$ cat config.mk
export PLATFORM = sky130hd
export DESIGN_NAME = alu_req_fifo
export DESIGN_NICKNAME = d
export VERILOG_FILES = /design/src/rtl/alu_pkg.sv /design/src/rtl/alu_req_mem.sv /design/src/rtl/alu_req_fifo.sv
export SDC_FILE = /design/constraint.sdc
export NUM_CORES = 1
export LEC_CHECK = 0
export ABC_AREA = 1
export CAP_MARGIN = 20
export CORE_MARGIN = 8
export CORE_UTILIZATION = 30
export CTS_CLUSTER_SIZE = 16
export DETAILED_ROUTE_END_ITERATION = 7
export HOLD_SLACK_MARGIN = 0.05
export PLACE_DENSITY_LB_ADDON = 0.25
export SLEW_MARGIN = 25
export SYNTH_ARGS = -nofsm -noshare
export SYNTH_HDL_FRONTEND = slang
export SYNTH_SLANG_ARGS = --single-unit
$ cat constraint.sdc
create_clock -name clk -period 9.4 [get_ports clk]
set_clock_uncertainty 0.15 [all_clocks]
set_input_delay 1.88 -clock clk [delete_from_list [all_inputs] [get_ports clk]]
set_output_delay 1.88 -clock clk [all_outputs]
set_load 0.005 [all_outputs]
$ cat src/rtl/alu_pkg.sv
// Shared types and defaults for the ALU request path: operand width, select
// encoding, the packed request record and the default request-buffer depth.
package alu_pkg;

    parameter int ALU_N = 64;
    localparam int ALU_REQ_DEPTH = 8;

    typedef logic [1:0] alu_sel_t;

    typedef struct packed {
        logic [ALU_N-1:0] op_a;
        logic [ALU_N-1:0] op_b;
        alu_sel_t         sel;
    } alu_req_t;

endpackage

$ cat src/rtl/alu_req_mem.sv
// Request storage for alu_req_fifo: DEPTH x WIDTH array, one synchronous write
// port and one asynchronous read port so the head can fall through. Not reset.
module alu_req_mem #(
    parameter int DEPTH = 8,
    parameter int WIDTH = 130,
    parameter int AW    = $clog2(DEPTH)
) (
    input  logic             clk,
    input  logic             we,
    input  logic [AW-1:0]    waddr,
    input  logic [WIDTH-1:0] wdata,
    input  logic [AW-1:0]    raddr,
    output logic [WIDTH-1:0] rdata
);

    logic [WIDTH-1:0] mem [DEPTH];

    always_ff @(posedge clk) begin
        if (we) begin
            mem[waddr] <= wdata;
        end
    end

    assign rdata = mem[raddr];

endmodule

$ cat src/rtl/alu_req_fifo.sv
// First-word-fall-through request FIFO in front of the ALU operand inputs.
// Optional occupancy statistics (peak_count, drop_cnt) under ALU_REQ_FIFO_STATS_EN.
module alu_req_fifo
    import alu_pkg::*;
#(
    parameter int N     = ALU_N,
    parameter int DEPTH = ALU_REQ_DEPTH
) (
    input  logic                     clk,
    input  logic                     rst,
    input  logic                     in_valid,
    output logic                     in_ready,
    input  logic [N-1:0]             in_op_a,
    input  logic [N-1:0]             in_op_b,
    input  logic [1:0]               in_sel,
    output logic                     alu_valid,
    input  logic                     alu_ready,
    output logic [N-1:0]             op_a,
    output logic [N-1:0]             op_b,
    output logic [1:0]               sel,
    output logic [$clog2(DEPTH):0]   count,
    output logic [$clog2(DEPTH):0]   peak_count,
    output logic [15:0]              drop_cnt
);

    localparam int AW = $clog2(DEPTH);
    localparam int CW = AW + 1;
    localparam int W  = 2 * N + 2;

    logic [AW-1:0] wr_ptr_reg, wr_ptr_next;
    logic [AW-1:0] rd_ptr_reg, rd_ptr_next;
    logic [CW-1:0] count_reg, count_next;
    logic          push, pop;
    logic [W-1:0]  head_data;
    logic [N-1:0]  head_a, head_b;
    alu_sel_t      head_sel;

    // Full/empty derive from occupancy so pointers can wrap freely.
    assign in_ready  = (count_reg != CW'(DEPTH));
    assign alu_valid = (count_reg != '0);
    assign push      = in_valid && in_ready;
    assign pop       = alu_valid && alu_ready;

    always_comb begin
        wr_ptr_next = wr_ptr_reg;
        rd_ptr_next = rd_ptr_reg;
        count_next  = count_reg;
        if (push) begin
            wr_ptr_next = wr_ptr_reg + AW'(1);
        end
        if (pop) begin
            rd_ptr_next = rd_ptr_reg + AW'(1);
        end
        if (push && !pop) begin
            count_next = count_reg + CW'(1);
        end else if (pop && !push) begin
            count_next = count_reg - CW'(1);
        end
    end

    always_ff @(posedge clk or posedge rst) begin
        if (rst) begin
            wr_ptr_reg <= '0;
            rd_ptr_reg <= '0;
            count_reg  <= '0;
        end else begin
            wr_ptr_reg <= wr_ptr_next;
            rd_ptr_reg <= rd_ptr_next;
            count_reg  <= count_next;
        end
    end

    alu_req_mem #(
        .DEPTH (DEPTH),
        .WIDTH (W),
        .AW    (AW)
    ) u_mem (
        .clk   (clk),
        .we    (push),
        .waddr (wr_ptr_reg),
        .wdata ({in_op_a, in_op_b, in_sel}),
        .raddr (rd_ptr_reg),
        .rdata (head_data)
    );

    // Unwritten storage must never leak out, so the head is masked when empty.
    assign {head_a, head_b, head_sel} = head_data;
    assign op_a  = alu_valid ? head_a   : '0;
    assign op_b  = alu_valid ? head_b   : '0;
    assign sel   = alu_valid ? head_sel : '0;
    assign count = count_reg;

`ifdef ALU_REQ_FIFO_STATS_EN
    logic [CW-1:0] peak_count_reg;
    logic [15:0]   drop_cnt_reg;

    always_ff @(posedge clk or posedge rst) begin
        if (rst) begin
            peak_count_reg <= '0;
            drop_cnt_reg   <= '0;
        end else begin
            if (count_reg > peak_count_reg) begin
                peak_count_reg <= count_reg;
            end
            if (in_valid && !in_ready && (drop_cnt_reg != 16'hFFFF)) begin
                drop_cnt_reg <= drop_cnt_reg + 16'd1;
            end
        end
    end

    assign peak_count = peak_count_reg;
    assign drop_cnt   = drop_cnt_reg;
`else
    assign peak_count = '0;
    assign drop_cnt   = '0;
`endif

endmodule

# Word-level counts from Yosys, hierarchy flattened
# Memory sizes are Yosys's and may differ from the RTL's.
# Cells that the tools add are included.
# totals
ff_bits,10
ramBits,1040
in_bits,134
word_cells,24
n_memories,1
# op_classes
n_addsub,4
eq_ne,1
n_mux,7
reduce_logical,8
# memory_table
name,words,width,read_ports,rd_ports_with_merged_regs,wr,line_no,rtl
u_mem.mem,8,130,1,0,1,alu_req_mem.sv:16,logic [WIDTH-1:0] mem [DEPTH];
# op_table
operator,n
two-way mux 64 bit,2
two-way mux 4 bit,2
adder 3 x 1 -> 3 bit (second input constant),2
adder 4 x 1 -> 4 bit (second input constant),1
logical AND 1 bit,4
inequality test 4 bit (second input constant),1
nonzero test 4 bit,1
subtractor 4 x 1 -> 4 bit (second input constant),1
logical NOT 1 bit,2
two-way mux 1 bit,2
two-way mux 2 bit,1
nonzero test 2 bit,1

# Logic depth before layout (Yosys ltp)
# Gate-level depths: netlist (run 1).
# depth
ltp_word,6
ltp_mapped,13

# Modules after synthesis
# From an unflattened synthesis (run 1), not the netlist that was laid out.
# hier_totals
hier_cells,4869
area_unflattened_um2,47134.0
# by_module_without_submodules
module,instances,cells_each,area_per_inst_um2
alu_req_mem,1,4511,45347.2
alu_req_fifo,1,358,1786.7

# Worst setup path after synthesis (run 1)
# Ideal clock, no wire load.
# synth_path
path_kind,input -> register
startpoint,input in_valid
endpoint,memory u_mem.mem[0][0] (enable)
setup_time_ps,621
t_arrival_ps,7700
required_ps,8629
slack_ps,929
cell_stages,3
n_path_buf,0
cell_sequence,nand2_1 > or2_2 > nor2_1
# synth_via
elab_chain_cells,3
# synth_rtl
element,line_no,rtl
start: declaration,alu_req_fifo.sv:11,"input logic in_valid,"
logical AND 1 bit,alu_req_fifo.sv:41,assign push = in_valid && in_ready;
two-way mux 1 bit,alu_req_mem.sv:19,if (we) begin
two-way mux 1 bit (not written as such),alu_req_mem.sv:20,mem[waddr] <= wdata;
end: declaration,alu_req_mem.sv:16,
# No other way between the ends.

# Final worst setup path (run 1)
# layout_path
startpoint,register rd_ptr_reg[1]
endpoint,output op_a[34]
# layout_via
elab_chain_cells,2
# layout_rtl
element,line_no,rtl
start: declaration,alu_req_fifo.sv:31,"logic [AW-1:0] rd_ptr_reg, rd_ptr_next;"
start signal: assignment,alu_req_fifo.sv:68,rd_ptr_reg <= rd_ptr_next;
memory read (8 x 130 bit),n/a,
two-way mux 64 bit,alu_req_fifo.sv:88,assign op_a = alu_valid ? head_a : '0;
end: declaration,alu_req_fifo.sv:18,"output logic [N-1:0] op_a,"
# No other way between the ends.

==> metrics, run 1 <==
Syn-to-layout area delta=18.44%; Post-Synth Simple-Gate Area=20.13%; Lkg Pwr=0.02387 uW; RSZ-0062 raised after global routing=no; Iter 0 DRT Violations=1792; Slew Limit Fails=0; Seq/Total Area, Yosys=68.27%; setup violators final=0; first-pass GRT wire length=178.9 mm; Initial Util=30.07%; RR Endpoint=u_mem.mem[2][118]; area share of fa/ha/maj cells after synthesis=0.1791%; Slew headroom=23.41%; dpl cells=6737; area of the die=0.1665 sq mm; pin count of the biggest net entering global routing=201; crit share post-route=70.64%; gr ovfl total=0; max FFs per register=1040; Synth Area in Compound Gates=0.05427%; Clock Latency Late Sink=0.75 ns; number of setup buffers added after CTS=0; Avg Cell Area, Syn=10.01 sq um; detailed-route wire length per cell=16.94 um; Final min period=6.640 ns; main area contributors after synthesis=edfxtp_1, nand2_1, inv_1, nand3_1, nor2_1; Worst setup SP type=flip-flop; critical path class=flip-flop to primary output; Crit. End Element=primary output; port bufs=269; share of the synthesized area in the top cell type=67.73%; Worst Tran Pin Value=1.149 ns; slowest cell on the critical path=dfrtp_4; Critical Path, Cell by Cell=buf_4 -> buf_4 -> nand3_1 -> nand3_1 -> nand2_1 -> nor2_1 -> clkdlybuf4s50_1; Placeable Area=0.1533 sq mm; layout cells sized above 1=4.693%; Power Density=309.8 mW/mm^2; hpwl dp=58.68 mm; Hold Path End=wr_ptr_reg[0]; row count=144; Max Root-Sink Buffers=3; yosys warns=0; setup TNS=0 ns; Netlist Area Pre-Place=0.04611 sq mm; Reg clk slew, reported paths=0.06 ns; most common cell in the synthesized netlist=nand2_1; Crit path arrival time=4.61 ns; Synth Register Bits=1050; remaining antenna violation count after routing=0; r2r setup slk=6.04 ns; CP peak stage delay=1.03 ns; Nets=4955; Worst Path Required=7.37 ns; maximum fanout along the worst path=57; Final Hold Violating Endpoints=0; fill cell count=15210; Final GP Congestion=0.7022; Hold Crit Depth=2; EDFF count, synth=1040; drt pass-1 iters=5; # IOs=290; Post-synth ARST share=0.9524%; max-capacitance violation count=0; final core occ=35.62%; FMAX=0.1506 GHz; Clock Tree Root=clkbuf_16; # DRC=0; H-tree levels=3; XOR/XNOR Fraction of Synth Area=0.09497%; largest family of logic cells by synthesized area=simple AND/OR/NAND/NOR gates; DIE HEIGHT=408.1 um; HP Class=flip-flop to flip-flop; library cells used by synthesis=22; min-delay src=wr_ptr_reg[0]; via/cell ratio=4.267; Peak VDD IR=0.0003300 V; vias in the first global route=28980; cts hold-fix bufs=0; Clock Sink Count=1050; routed vias=29760; WL final=118.2 mm; Post-Syn Instances=4605; worst reg2reg path depth=7; Synth Flop Type=edfxtp_1; run status=complete, no violations; antenna violations before repair=15; CTS tree=built; PostCTS Resize Cnt=0; DIE WIDTH=408.1 um; top cells by count, synth=nand2_1, inv_1, edfxtp_1; total CTS buffers=119; Post-Layout Cell Count=6975; mux contribution to synthesized area=0%; gr usage total=13.82%; RR Startpoint=count[0]; cell taking the most area after synthesis=edfxtp_1
==> worst max path at each step <==
| stage | from | to | slack [ns] | cells past startpoint |
|---|---|---|---|---|
| finish | rd_ptr_reg[1] | op_a[34] | 2.76 | 7 |
| CTS | rd_ptr_reg[1] | op_a[34] | 2.65 | 7 |
| global route | rd_ptr_reg[1] | op_a[34] | 2.53 | 7 |
| global placement | rd_ptr_reg[1] | op_a[36] | 3.52 | 7 |
| detailed placement | rd_ptr_reg[1] | op_a[34] | 3.52 | 7 |
| floorplan | in_valid | u_mem.mem[0][0] | 0.93 | 3 |
==> where the power goes <==
group	leakage (uW)	internal, uW	total (uW)	switching (uW)
clock network	0.00189	2630	4560	1930
logic	0.0124	2310	6300	3990
registers	0.00956	5840	6060	223
==> layer usage <==
layer | part of all wire (%) | routed length, um | vias to the layer above | track usage [%]
met5 | 0.037 | 44 | - | 0
met4 | 2.0 | 2416 | 6 | 3.959
met1 | 45 | 53260 | 14220 | 18.01
met2 | 47 | 55940 | 568 | 23.20
li1 | - | - | 14820 | -
met3 | 5.5 | 6492 | 160 | 2.966
==> worst max-delay path: cells and delay by family (launching register included) <==
family                 cells  cell delay, ns
buffers and inverters      3            2.04
and+or+nand+nor            4            0.65
DFF                        1            1.03
==> per-stage QoR <==
step	hold slack, ns	total power [uW]	worst slack (ns)	cell area, sq um
3_5_place_dp	0.3804	12610	3.521	50700
4_1_cts	0.3984	17250	2.647	54570
6_report	0.4044	16920	2.760	54620
5_1_grt	0.4560	18040	2.529	54600
3_3_place_gp	0.3630	12600	3.516	50700
2_1_floorplan	0.3426	9845	0.9293	46180
==> kinds of logic after synthesis <==
logic type               count (synthesis)
flip-flops                            1050
AND/OR/NAND/NOR                       2252
AO/OA/AOI/OAI                            5
adder cells (fa/ha/maj)                  6
buffers and inverters                 1286
XOR/XNOR                                 5
other                                    1
==> cell type report <==
class	instances	area [sq um]	area share, %
multi-input cells	2288	9575	17.53
repair buffers	305	3129	5.730
clock inverters	92	782.0	1.432
flip-flops and latches	1050	31490	57.66
clock buffers	136	3084	5.647
well taps	2044	2557	4.683
diodes	9	22.52	0.04124
inverters	1051	3974	7.276
==> placed cells by master (no fill, tap or decap), types with 10 or more instances in the layout <==
cell type,Yosys,routed
nand2_1,1325,1325
inv_1,1049,1049
edfxtp_1,1040,1040
nand3_1,653,653
clkdlybuf4s50_1,0,269
nor2_1,271,263
clkbuf_16,0,121
clkinv_1,0,34
clkinv_2,1,27
buf_4,36,22
conb_1,1,20
clkbuf_1,16,15
buf_12,0,13
bufinv_16,0,10
Note: power is estimated with default switching activity, not from simulation.
==> run 2: changes to the inputs <==
- clock period: 9.4 -> 6.7 ns (I/O delays scaled with it)
==> metrics, run 2 (same netlist as run 1, synthesis figures left out) <==
most frequent cells in the layout=nand2_1, inv_1, edfxtp_1, nand3_1, clkdlybuf4s50_1 (unchanged); Lkg Pwr=0.02382 uW (was 0.02387 uW); cts hold-fix bufs=0 (unchanged); port bufs=269 (unchanged); Final Hold Violating Endpoints=0 (unchanged); H-tree levels=3 (unchanged); Clock Tree Root=clkbuf_16 (unchanged); dpl cells=6743 (was 6737); Worst setup SP type=flip-flop (unchanged); r2r setup slk=3.70 ns (was 6.04 ns); Seq pwr share=36.1% (was 35.8%); Final GP Congestion=0.7017 (was 0.7022); Critical Path, Cell by Cell=inv_16 -> buf_12 -> nand2_1 -> nand3_1 -> nand3_1 -> nand2_1 -> nor2_1 -> clkdlybuf4s50_1 (was buf_4 -> buf_4 -> nand3_1 -> nand3_1 -> nand2_1 -> nor2_1 -> clkdlybuf4s50_1); Initial Util=30.07% (unchanged); crit share post-route=83.63%; Syn-to-layout area delta=18.27% (was 18.44%); Iter 0 DRT Violations=1782 (was 1792); FMAX=0.1785 GHz; Clock Sink Count=1050 (unchanged); run status=complete, no violations (unchanged); drt pass-1 iters=5 (unchanged); Storage cell area=0.03149 sq mm (unchanged); PostCTS Resize Cnt=0 (unchanged); Crit. End Element=primary output (unchanged); Power Density=429.8 mW/mm^2 (was 309.8 mW/mm^2); Placeable Area=0.1533 sq mm (unchanged); Nets=4957 (was 4955); Peak VDD IR=0.0004806 V (was 0.0003300 V); Crit. Startpoint=rd_ptr_reg[0] (was rd_ptr_reg[1]); # IOs=290 (unchanged); HP Class=flip-flop to flip-flop (unchanged); Post-Layout Cell Count=6966 (was 6975); DIE WIDTH=408.1 um (unchanged); first-pass GRT wire length=178.9 mm (about the same); row count=144 (unchanged); hpwl dp=57.64 mm (was 58.68 mm); final hold slack=0.3947 ns (was 0.4044 ns); gr usage total=13.70% (was 13.82%); detailed-route wire length per cell=16.66 um (was 16.94 um); Logic pwr share=37.9% (was 37.2%); number of setup buffers added after CTS=0 (unchanged); share of total power in the clock network=26.0% (was 26.9%); min-delay src=wr_ptr_reg[0] (unchanged); CP top delay family=buffers and inverters (unchanged); Clock Latency Late Sink=0.73 ns (was 0.75 ns); # DRC=0 (unchanged); CP peak stage delay=0.98 ns (was 1.03 ns); pin count of the biggest net entering global routing=209 (was 201); Final min period=5.603 ns; switching power=8492 uW (was 6144 uW); gr ovfl total=0 (unchanged); setup violators final=0 (unchanged); Worst Path Required=5.21 ns (was 7.37 ns); area of the multi-input gates=0.009575 sq mm (unchanged); layout cells sized above 1=4.438% (was 4.693%); DIE HEIGHT=408.1 um (unchanged); vias in the first global route=29260 (was 28980); Slew headroom=16.67% (was 23.41%); CTS tree=built (unchanged); critical path class=flip-flop to primary output (unchanged); Slew Limit Fails=0 (unchanged); slowest cell on the critical path=dfrtp_4 (unchanged); Crit path arrival time=4.11 ns (was 4.61 ns); Reg clk slew, reported paths=0.06 ns (about the same); remaining antenna violation count after routing=0 (unchanged); max FFs per register=1040 (unchanged); Worst Tran Pin Value=1.250 ns (was 1.149 ns); total CTS buffers=116 (was 119); Pint=14950 uW (was 10770 uW); antenna violations before repair=14 (was 15); most common cell after layout, fill and taps aside=nand2_1 (unchanged); routed vias=29600 (was 29760); maximum fanout along the worst path=208 (was 57); WL final=116.1 mm (was 118.2 mm); fill cell count=15160 (was 15210); RR Startpoint=count[0] (unchanged); RSZ-0062 raised after global routing=no (unchanged); via/cell ratio=4.249 (was 4.267); max-capacitance violation count=0 (unchanged); WP buf/inv=3 (unchanged); area of the die=0.1665 sq mm (unchanged); switching share of total power=36.23% (was 36.32%); Max Root-Sink Buffers=3 (unchanged)
==> run 2: layout make-up <==
type | count | area share, %
Multi-Input combinational cell | 2288 | 17.56
Timing Repair Buffer | 310 | 6.052
Clock buffer | 140 | 5.488
Tap cell | 2044 | 4.689
Antenna cell | 10 | 0.04588
Inverter | 1051 | 7.286
Sequential cell | 1050 | 57.74
Clock inverter | 73 | 1.140
==> run 2: power groups by stage <==
stage	clock, uW	combinational [uW]	sequential [uW]
2_1_floorplan	0	5170	8610
3_3_place_gp	0	9070	8590
3_5_place_dp	0	9080	8610
4_1_cts	6320	9130	8470
5_1_grt	6570	9970	8540
6_report	6100	8870	8470
==> run 2: tightest hold or removal path: cells and delay by family, from the launching register on <==
family	cells	cell delay (ns)
flops	1	0.39
simple gates	2	0.13
==> run 2: per-stage QoR <==
| step | utilization (%) | worst slack [ns] | total power [uW] | cell area [sq um] | TNS, ns |
|---|---|---|---|---|---|
| final | 35.57 | 1.097 | 23440 | 54540 | 0 |
| after global routing | 35.56 | 0.9186 | 25070 | 54520 | 0 |
| after CTS | 35.55 | 1.057 | 23920 | 54510 | 0 |
| after detailed placement | 33.20 | 1.921 | 17690 | 50900 | 0 |
| after global placement | 33.20 | 1.872 | 17660 | 50900 | 0 |
| after floorplan | - | -1.231 | 13780 | 46190 | -639.96 |
==> run 2: metal layers <==
layer	GRT usage (%)	wire length [um]	vias to the layer above
met4	3.881	2337	6
li1	-	-	14820
met5	0	39	-
met2	22.86	54700	504
met3	2.927	5764	148
met1	17.98	53220	14130
==> run 2: final timing paths <==
| kind | endpoint | depth (start not counted) |
|---|---|---|
| hold reg to reg | wr_ptr_reg[0] | 2 |
| hold / removal | wr_ptr_reg[0] | 2 |
| setup / recovery | op_b[3] | 8 |
| min in group asynchronous | wr_ptr_reg[0] | 2 |
| max in group asynchronous | rd_ptr_reg[1] | 2 |
| setup reg to reg | u_mem.mem[4][122] | 6 |
==> run 3: changes to the inputs <==
- clock period: 6.7 -> 5.9 ns (I/O delays scaled with it)
==> metrics, run 3 (same netlist as run 1, synthesis figures left out) <==
detailed-route wire length per cell=16.91 um (was 16.66 um); Hold Crit Depth=2 (unchanged); Clock Sink Count=1050 (unchanged); Slew headroom=30.54% (was 16.67%); Slew Limit Fails=0 (unchanged); routed vias=29660 (was 29600); setup violators final=0 (unchanged); HP Class=flip-flop to flip-flop (unchanged); most common cell after layout, fill and taps aside=nand2_1 (unchanged); vias in the first global route=29230 (was 29260); Max Root-Sink Buffers=3 (unchanged); RR Startpoint=count[0] (unchanged); Design Area, Final=0.05477 sq mm (was 0.05454 sq mm); RR Endpoint=count[3] (was u_mem.mem[4][122]); remaining antenna violation count after routing=0 (unchanged); Final Hold Violating Endpoints=0 (unchanged); run status=complete, no violations (unchanged); row count=144 (unchanged); CTS tree=built (unchanged); number of setup buffers added after CTS=0 (unchanged); drt pass-1 iters=5 (unchanged); gr ovfl total=0 (unchanged); antenna violations before repair=11 (was 14); first-pass GRT wire length=180.2 mm (was 178.9 mm); PostCTS Resize Cnt=0 (unchanged); Clock Latency Late Sink=0.74 ns (was 0.73 ns); DIE WIDTH=408.1 um (unchanged); WL final=118.0 mm (was 116.1 mm); Crit. End Element=primary output (unchanged); dpl cells=6754 (was 6743); Clock Tree Root=clkbuf_16 (unchanged); DIE HEIGHT=408.1 um (unchanged); gr usage total=13.84% (was 13.70%); port bufs=269 (unchanged); max-capacitance violation count=0 (unchanged); via/cell ratio=4.250 (was 4.249); layout cells sized above 1=4.487% (was 4.438%); Initial Util=30.07% (unchanged); Worst Tran Pin Value=1.042 ns (was 1.250 ns); area post-placement=0.05103 sq mm (was 0.05090 sq mm); max FFs per register=1040 (unchanged); # DRC=0 (unchanged); Final min period=5.511 ns; Reg clk slew, reported paths=0.06 ns (about the same); # IOs=290 (unchanged); maximum fanout along the worst path=159 (was 208); crit share post-route=93.40%; met3 Usage GRT=2.762% (was 2.927%); hpwl dp=61.27 mm (was 57.64 mm); min-delay src=wr_ptr_reg[0] (unchanged); Hold Path End=wr_ptr_reg[0] (unchanged); r2r setup slk=2.33 ns (was 3.70 ns); Worst setup SP type=flip-flop (unchanged); cts hold-fix bufs=0 (unchanged); Syn-to-layout area delta=18.77% (was 18.27%); RSZ-0062 raised after global routing=no (unchanged); fill cell count=15190 (was 15160); FMAX=0.1815 GHz; Final GP Congestion=0.7005 (was 0.7017); Lkg Pwr=0.02391 uW (was 0.02382 uW); Placeable Area=0.1533 sq mm (unchanged); Power Density=490.4 mW/mm^2 (was 429.8 mW/mm^2); total CTS buffers=117 (was 116); H-tree levels=3 (unchanged); critical path class=flip-flop to primary output (unchanged); most frequent cells in the layout=nand2_1, inv_1, edfxtp_1, nand3_1, clkdlybuf4s50_1 (unchanged); Worst Path Required=4.57 ns (was 5.21 ns); Peak VDD IR=0.0003602 V (was 0.0004806 V); Most Crowded Layer GR=met2 (unchanged); area of the die=0.1665 sq mm (unchanged); grt met2 use=23.08% (was 22.86%); Nets=4970 (was 4957); met1 usage=18.35% (was 17.98%); pin count of the biggest net entering global routing=244 (was 209); Crit path arrival time=4.18 ns (was 4.11 ns); Post-Layout Cell Count=6978 (was 6966); worst reg2reg path depth=11 (was 6); Iter 0 DRT Violations=1834 (was 1782)
[run 3: changes by cell type in the layout (fill, tap and decap cells not counted), sizes merged]
cell    before  now
clkbuf     140  142
diode       10    9
buf         41   53
bufinv       8    9
clkinv      59   57
[run 3: metal layers]
layer	up-vias	share of wire [%]
li1	14850	-
met1	14130	46
met2	537	47
met3	143	5.0
met4	4	1.9
met5	-	0.012
[run 3: worst max path at each step]
stage	startpoint	to	slack [ns]
final	rd_ptr_reg[0]	op_b[32]	0.39
after global routing	rd_ptr_reg[0]	op_b[33]	0.26
after CTS	rd_ptr_reg[0]	op_a[33]	0.64
after detailed placement	rd_ptr_reg[0]	op_a[33]	1.50
after global placement	rd_ptr_reg[0]	op_a[33]	1.44
after floorplan	in_valid	u_mem.mem[0][0]	-1.87
[run 3: area by class of cell]
| class | count | area, sq um | share of cell area [%] |
|---|---|---|---|
| sequential | 1050 | 31490 | 57.50 |
| multi-input combinational | 2288 | 9575 | 17.48 |
| inverter | 1051 | 3974 | 7.256 |
| timing repair buffer | 322 | 3461 | 6.319 |
| clock buffer | 142 | 3022 | 5.517 |
| tap | 2044 | 2557 | 4.670 |
| clock inverter | 72 | 663.1 | 1.211 |
| antenna | 9 | 22.52 | 0.04112 |
[run 3: per-stage QoR]
stage                     hold slack, ns  TNS [ns]  utilization (%)  total power (uW)  worst slack, ns
final                             0.3895         0            35.72             26860           0.3892
after global routing              0.4121         0            35.71             28680           0.2633
after CTS                         0.3944         0            35.69             27400           0.6406
after detailed placement          0.3773         0            33.28             20230            1.496
after global placement            0.3719         0            33.28             20170            1.436
after floorplan                   0.3426   -972.76                -             15640           -1.871
[run 3: critical path: stages, from the launching register on]
cell	delay, ns
dfrtp_4	0.81
inv_16	0.26
buf_16	0.35
buf_12	0.42
nand2_1	0.14
nand3_1	0.07
nand3_1	0.12
nand2_1	0.05
nor2_1	0.24
clkdlybuf4s50_1	0.56
[run 3: where the power goes]
group	switching (uW)	internal (uW)	total, uW	leakage, uW
Clock	3010	4030	7040	0.00179
Sequential	335	9290	9630	0.00956
Combinational	6410	3790	10200	0.0126
Total	9750	17100	26900	0.0239
